===== src/rtl/key_conditioner_pkg.sv =====
// Shared types and constants for the i4001 board input conditioning stage.
package key_pkg;

    typedef enum logic [1:0] {
        STABLE_LO,
        WAIT_HI,
        STABLE_HI,
        WAIT_LO
    } deb_state_t;

    localparam int DEF_SYNC_STAGES = 2;
    localparam int DEF_DEB_COUNT   = 250000;

    // Bits needed to hold 0..deb_count inclusive.
    function automatic int cnt_width(input int deb_count);
        return $clog2(deb_count + 1);
    endfunction

endpackage


===== src/rtl/key_conditioner_debounce_channel.sv =====
// One scalar input: synchroniser, four-state debounce FSM, and registered
// level plus rise/fall strobes.
module debounce_channel
    import key_pkg::*;
#(
    parameter int SYNC_STAGES = DEF_SYNC_STAGES,
    parameter int DEB_COUNT   = DEF_DEB_COUNT
) (
    input  logic clk,
    input  logic rst_n,
    input  logic raw,
    output logic level,
    output logic rise,
    output logic fall
);

    localparam int            CW      = cnt_width(DEB_COUNT);
    localparam logic [CW-1:0] CNT_MAX = CW'(DEB_COUNT);

    logic [SYNC_STAGES-1:0] sync_q;
    logic                   synced;
    deb_state_t             state, state_nx;
    logic [CW-1:0]          cnt, cnt_nx;
    logic                   level_nx, rise_nx, fall_nx;

    assign synced = sync_q[SYNC_STAGES-1];

    always_ff @(posedge clk or negedge rst_n) begin
        if (!rst_n) begin
            sync_q <= '0;
            state  <= STABLE_LO;
            cnt    <= '0;
            level  <= 1'b0;
            rise   <= 1'b0;
            fall   <= 1'b0;
        end else begin
            sync_q <= {sync_q[SYNC_STAGES-2:0], raw};
            state  <= state_nx;
            cnt    <= cnt_nx;
            level  <= level_nx;
            rise   <= rise_nx;
            fall   <= fall_nx;
        end
    end

    // Acceptance is decided on the count alone, so a pulse of exactly
    // DEB_COUNT synced samples is accepted.
    always_comb begin
        state_nx = state;
        cnt_nx   = cnt;
        level_nx = level;
        rise_nx  = 1'b0;
        fall_nx  = 1'b0;
        case (state)
            STABLE_LO: begin
                if (synced) begin
                    state_nx = WAIT_HI;
                    cnt_nx   = CW'(1);
                end
            end
            WAIT_HI: begin
                if (cnt == CNT_MAX) begin
                    state_nx = STABLE_HI;
                    cnt_nx   = '0;
                    level_nx = 1'b1;
                    rise_nx  = 1'b1;
                end else if (synced) begin
                    cnt_nx = cnt + 1'b1;
                end else begin
                    state_nx = STABLE_LO;
                    cnt_nx   = '0;
                end
            end
            STABLE_HI: begin
                if (!synced) begin
                    state_nx = WAIT_LO;
                    cnt_nx   = CW'(1);
                end
            end
            WAIT_LO: begin
                if (cnt == CNT_MAX) begin
                    state_nx = STABLE_LO;
                    cnt_nx   = '0;
                    level_nx = 1'b0;
                    fall_nx  = 1'b1;
                end else if (!synced) begin
                    cnt_nx = cnt + 1'b1;
                end else begin
                    state_nx = STABLE_HI;
                    cnt_nx   = '0;
                end
            end
            default: begin
                state_nx = STABLE_LO;
                cnt_nx   = '0;
            end
        endcase
    end

endmodule


===== src/rtl/key_conditioner.sv =====
// Synchronises and debounces the board buttons, mode switch and DIP bank
// into clean levels and single-cycle strobes for the controller.
module key_conditioner
    import key_pkg::*;
#(
    parameter int SYNC_STAGES = DEF_SYNC_STAGES,
    parameter int DEB_COUNT   = DEF_DEB_COUNT,
    parameter int N_SW        = 16
) (
    input  logic            CLK,
    input  logic            RESET_N,
    input  logic            MCLK_RAW,
    input  logic            RESET_RAW,
    input  logic            SWITCH_RAW,
    input  logic [N_SW-1:0] in_raw,
    output logic            MCLK_LVL,
    output logic            MCLK_RISE,
    output logic            MCLK_FALL,
    output logic            RESET_LVL,
    output logic            RESET_RISE,
    output logic            SWITCH_LVL,
    output logic [N_SW-1:0] in,
    output logic            in_changed
);

    localparam int            CW       = cnt_width(DEB_COUNT);
    localparam logic [CW-1:0] CNT_MAX  = CW'(DEB_COUNT);
    localparam logic [CW-1:0] CNT_LAST = CW'(DEB_COUNT - 1);

    logic reset_fall, switch_rise, switch_fall;
    logic unused_strobes;

    assign unused_strobes = ^{reset_fall, switch_rise, switch_fall};

    debounce_channel #(.SYNC_STAGES(SYNC_STAGES), .DEB_COUNT(DEB_COUNT)) u_mclk (
        .clk   (CLK),
        .rst_n (RESET_N),
        .raw   (MCLK_RAW),
        .level (MCLK_LVL),
        .rise  (MCLK_RISE),
        .fall  (MCLK_FALL)
    );

    debounce_channel #(.SYNC_STAGES(SYNC_STAGES), .DEB_COUNT(DEB_COUNT)) u_reset (
        .clk   (CLK),
        .rst_n (RESET_N),
        .raw   (RESET_RAW),
        .level (RESET_LVL),
        .rise  (RESET_RISE),
        .fall  (reset_fall)
    );

    debounce_channel #(.SYNC_STAGES(SYNC_STAGES), .DEB_COUNT(DEB_COUNT)) u_switch (
        .clk   (CLK),
        .rst_n (RESET_N),
        .raw   (SWITCH_RAW),
        .level (SWITCH_LVL),
        .rise  (switch_rise),
        .fall  (switch_fall)
    );

    logic [SYNC_STAGES-1:0][N_SW-1:0] vsync_q;
    logic [N_SW-1:0]                  vsynced, shadow;
    logic [CW-1:0]                    vcnt;

    assign vsynced = vsync_q[SYNC_STAGES-1];

    // Whole-vector debounce: any bit change restarts the stability count, so
    // staggered bit changes collapse into one update once the last settles.
    always_ff @(posedge CLK or negedge RESET_N) begin
        if (!RESET_N) begin
            vsync_q    <= '0;
            shadow     <= '0;
            vcnt       <= '0;
            in         <= '0;
            in_changed <= 1'b0;
        end else begin
            vsync_q    <= {vsync_q[SYNC_STAGES-2:0], in_raw};
            shadow     <= vsynced;
            in_changed <= 1'b0;
            if (vsynced != shadow) begin
                vcnt <= '0;
            end else if (vcnt != CNT_MAX) begin
                vcnt <= vcnt + 1'b1;
            end
            if (vcnt == CNT_LAST && shadow != in) begin
                in         <= shadow;
                in_changed <= 1'b1;
            end
        end
    end

endmodule

===== config.mk =====
export PLATFORM = sky130hd
export DESIGN_NAME = key_conditioner
export DESIGN_NICKNAME = d
export VERILOG_FILES = /design/src/rtl/key_conditioner_pkg.sv /design/src/rtl/key_conditioner_debounce_channel.sv /design/src/rtl/key_conditioner.sv
export SDC_FILE = /design/constraint.sdc
export NUM_CORES = 1
export LEC_CHECK = 0
export BUFFER_PORTS_ARGS = -buffer_cell sky130_fd_sc_hd__clkbuf_2
export CELL_PAD_IN_SITES_DETAIL_PLACEMENT = 0
export CELL_PAD_IN_SITES_GLOBAL_PLACEMENT = 2
export CORE_ASPECT_RATIO = 0.6
export CORE_UTILIZATION = 45
export CTS_BUF_LIST = sky130_fd_sc_hd__clkbuf_8
export DETAILED_ROUTE_END_ITERATION = 10
export PLACE_DENSITY = 0.94
export SYNTH_ARGS = -nofsm -noshare
export SYNTH_HDL_FRONTEND = slang
export SYNTH_SLANG_ARGS = --single-unit

===== constraint.sdc =====
create_clock -name CLK -period 3.5 [get_ports CLK]
set_clock_uncertainty 0.1 [all_clocks]
set_input_delay 0.525 -clock CLK [delete_from_list [all_inputs] [get_ports CLK]]
set_output_delay 0.525 -clock CLK [all_outputs]
set_load 0.1 [all_outputs]

==> impl_metrics.yaml <==
outcome:
  status: "completed"
setup_path:
  worstPathCellList: "xnor2_1 -> nand4_1 -> nor4_1 -> or4_1 -> mux2_2"
  critPathSlowestCell: "or4_1"
  startpoint_type: "flop"
  arrival_ps: 2700
  cpLargestDelayFamily: "simple AND/OR/NAND/NOR gates"
  crit_path_end_kind: "flop"
  crit_type: "flop to flop"
  crit_fanout: 17
  cpPeakStageDelay_ps: 770
  cp_num_buf_inv: 0
  crit_required_ps: 3710
finish:
  finish.net_count: 684
  drive_above_1_share_pct: 16.3
  finalInstanceArea_um2: 7620
  n_antenna_cell: 0
  syn2layout_area_growth_pct: 11.3
synthesis:
  synthCells: 613
  synth_compound_area_share_pct: 10.0
  synth_top_family_by_area: "simple AND/OR/NAND/NOR gates"
  synth.most_common_cell: "dfrtp_1"
  synth_fp_nets: 642
  yosys-top-cells-count: "dfrtp_1, nand2_1, nor2_1"
  synth-xor-area-share_pct: 7.29
  synthMuxAreaShare_pct: 4.46
  ys_warn_count: 0
  synth_fa_ha_area_share_pct: 1.46
  avgSynthCellArea_um2: 11.2
  synth_edf_count: 0
  netlist_area_um2: 6850
  yosysTopAreaCellShare_pct: 56.6
  synthTopCellsByArea: "dfrtp_1, xor2_1, xnor2_1, a31oi_1, nand2_1"
  synth-seq-cells: 155
  seq_area_frac_synth_pct: 56.6
  ys_types: 58
  synthArstFlopShare_pct: 100
  synthSimpleGateAreaFrac_pct: 17.0
  synthFlopType: "dfrtp_1"
  yosys.area.top_type: "dfrtp_1"
routing:
  wl_per_cell_um: 15.5
  wl_um: 13400
  vias_per_cell: 5.42
  vias: 4692
  drt_pass1_iterations: 5
  drc_errors: 0
  ant_nets: 0
  initialDrtViolationCount: 353
cts:
  clk_path_buf_depth: 2
  ctsResizeCount: 0
  cts.sink_count: 155
  cts_tree: "built"
  cts_made_buffers: 17
  cts_max_level: 4
  clk_pin_slew_ps: 90
  postCtsHoldBufs: 0
  cts-root-buf: "clkbuf_8"
  clk_latency_ps: 430
  cts_setup_buffers: 0
grt:
  antenna_found_initial: 1
  grt_first_pass_wirelength_um: 22600
  grt.busiest_layer: "met1"
  grt.total_usage_pct: 18.2
  first_global_vias: 4458
  met3_usage_pct: 4.35
  grtUsageMet2_pct: 24.4
  grt_overflow: 0
  grt_max_degree: 78
  use_met1_pct: 28.8
pwr:
  p_leak_nw: 3.41
  max-vdd-ir-drop_uv: 222
  total_power_mw: 3.51
  p_per_area_nw_per_um2: 460
sta:
  max_slew_margin_pct: 27.4
  fin_crit_ps: 2490
  rsz0062_at_grt: "false"
  fmax_ghz: 0.401
  tns_ps: 0
  hold_viol: 0
  slew_violations: 0
  period_share_pct: 71.2
  whs_ps: 18.5
  worst_pin_slew_ps: 1090
  finalSetupViolCount: 0
floorplan:
  fp.dieArea_um2: 15700
  std_cell_rows: 34
  design.core.area_um2: 14700
  die_w_um: 161
  io_pins: 44
  die_h_um: 97.6
  initial_utilization_pct: 46.7
flow_run:
  maxCapViolCount: 0
placement:
  gp_congestion: 0.779
  placedInstanceArea_um2: 7210
  io_buffer_count: 43
  dp_hpwl_um: 9270
worst_hold_path:
  hp-class: "primary input to asynchronous set/reset pin"
## cells by family (layout without fill, tap and decap cells)
logic type | Yosys count | count (layout)
simple gates | 213 | 213
mux | 25 | 25
fa+ha+maj | 8 | 8
xor+xnor | 57 | 57
flops | 155 | 155
buf+inv | 44 | 98
compound gates | 111 | 111
## worst register-to-register path, cell delays in order (launching register included)
cell     delay (ps)
dfrtp_1         420
xnor2_1         190
nand4_1         130
nor4_1          340
or4_1           770
mux2_2          420
## placed cells by master, fill, tap and decap left out, types with 2 or more instances in the layout
cell / n
dfrtp_1: 155
nand2_1: 51
clkbuf_2: 42
nor2_1: 38
nand3_1: 36
a31oi_1: 33
a21oi_1: 33
xor2_1: 32
xnor2_1: 25
inv_1: 21
clkbuf_8: 20
nand4_1: 19
o21ai_0: 19
and3_1: 14
mux2_4: 9
mux2_2: 8
mux2i_1: 8
ha_1: 8
and4_1: 7
nand2b_1: 7
nor4_1: 6
a41oi_1: 6
a22o_1: 6
and2_1: 5
a21o_1: 5
buf_4: 4
nand3b_1: 3
or4_1: 3
nor3_1: 3
bufinv_16: 3
clkinv_2: 3
or4b_2: 2
nor4b_1: 2
nor2b_1: 2
or3_1: 2
or2_2: 2
clkinvlp_4: 2
inv_6: 2
## power breakdown
group	total, mW	switching (mW)	internal (mW)
Clock	1.41	0.649	0.758
Combinational	0.177	0.110	0.0667
Sequential	1.92	0.0739	1.85
Total	3.51	0.833	2.67
## flip-flops by register name, summed over array words and instances, names as in the netlist, 2 cells and up
| name | count |
|---|---|
| u_mclk.cnt | 18 |
| u_reset.cnt | 18 |
| u_switch.cnt | 18 |
| vcnt | 18 |
| in | 16 |
| shadow | 16 |
| vsync_q | 16 |
| vsynced | 16 |
| u_mclk.state | 2 |
| u_mclk.sync_q | 2 |
| u_reset.state | 2 |
| u_reset.sync_q | 2 |
| u_switch.state | 2 |
| u_switch.sync_q | 2 |
## cell type report
type / count / area (um2)
tap: 198 / 248
multi-input combinational: 414 / 2750
fill: 1277 / 7050
inverter: 20 / 75.1
timing repair buffer: 47 / 251
clock buffer: 20 / 275
sequential: 155 / 3880
clock inverter: 11 / 141
## metrics by stage
stage | setup WS, ps | std cells | utilization, %
floorplan | 976 | 613 | -
global placement | 1030 | 834 | 49.1
detailed placement | 1030 | 834 | 49.1
CTS | 1000 | 865 | 51.9
global route | 846 | 865 | 51.9
finish | 1010 | 865 | 51.9
## final timing paths
| kind | start | to | slack (ps) | cells past startpoint |
|---|---|---|---|---|
| worst min register to register | vsync_q[14] | vsynced[14] | 250 | 0 |
| worst max register to register | shadow[6] | in[3] | 1010 | 5 |
| worst max-delay path | shadow[6] | in[3] | 1010 | 5 |
| min in group CLK | in_raw[3] | vsync_q[3] | 100 | 1 |
| worst min-delay path | RESET_N | u_reset.cnt[6] | 20 | 1 |
| max in group asynchronous | RESET_N | u_switch.sync_q[0] | 2440 | 2 |
## routing by layer
metal,wire (um),vias up
met2,5400,104
met5,0,-
met1,7230,2306
met3,686,9
li1,-,2273
met4,101,0
Power figures use the tool's default switching activity.
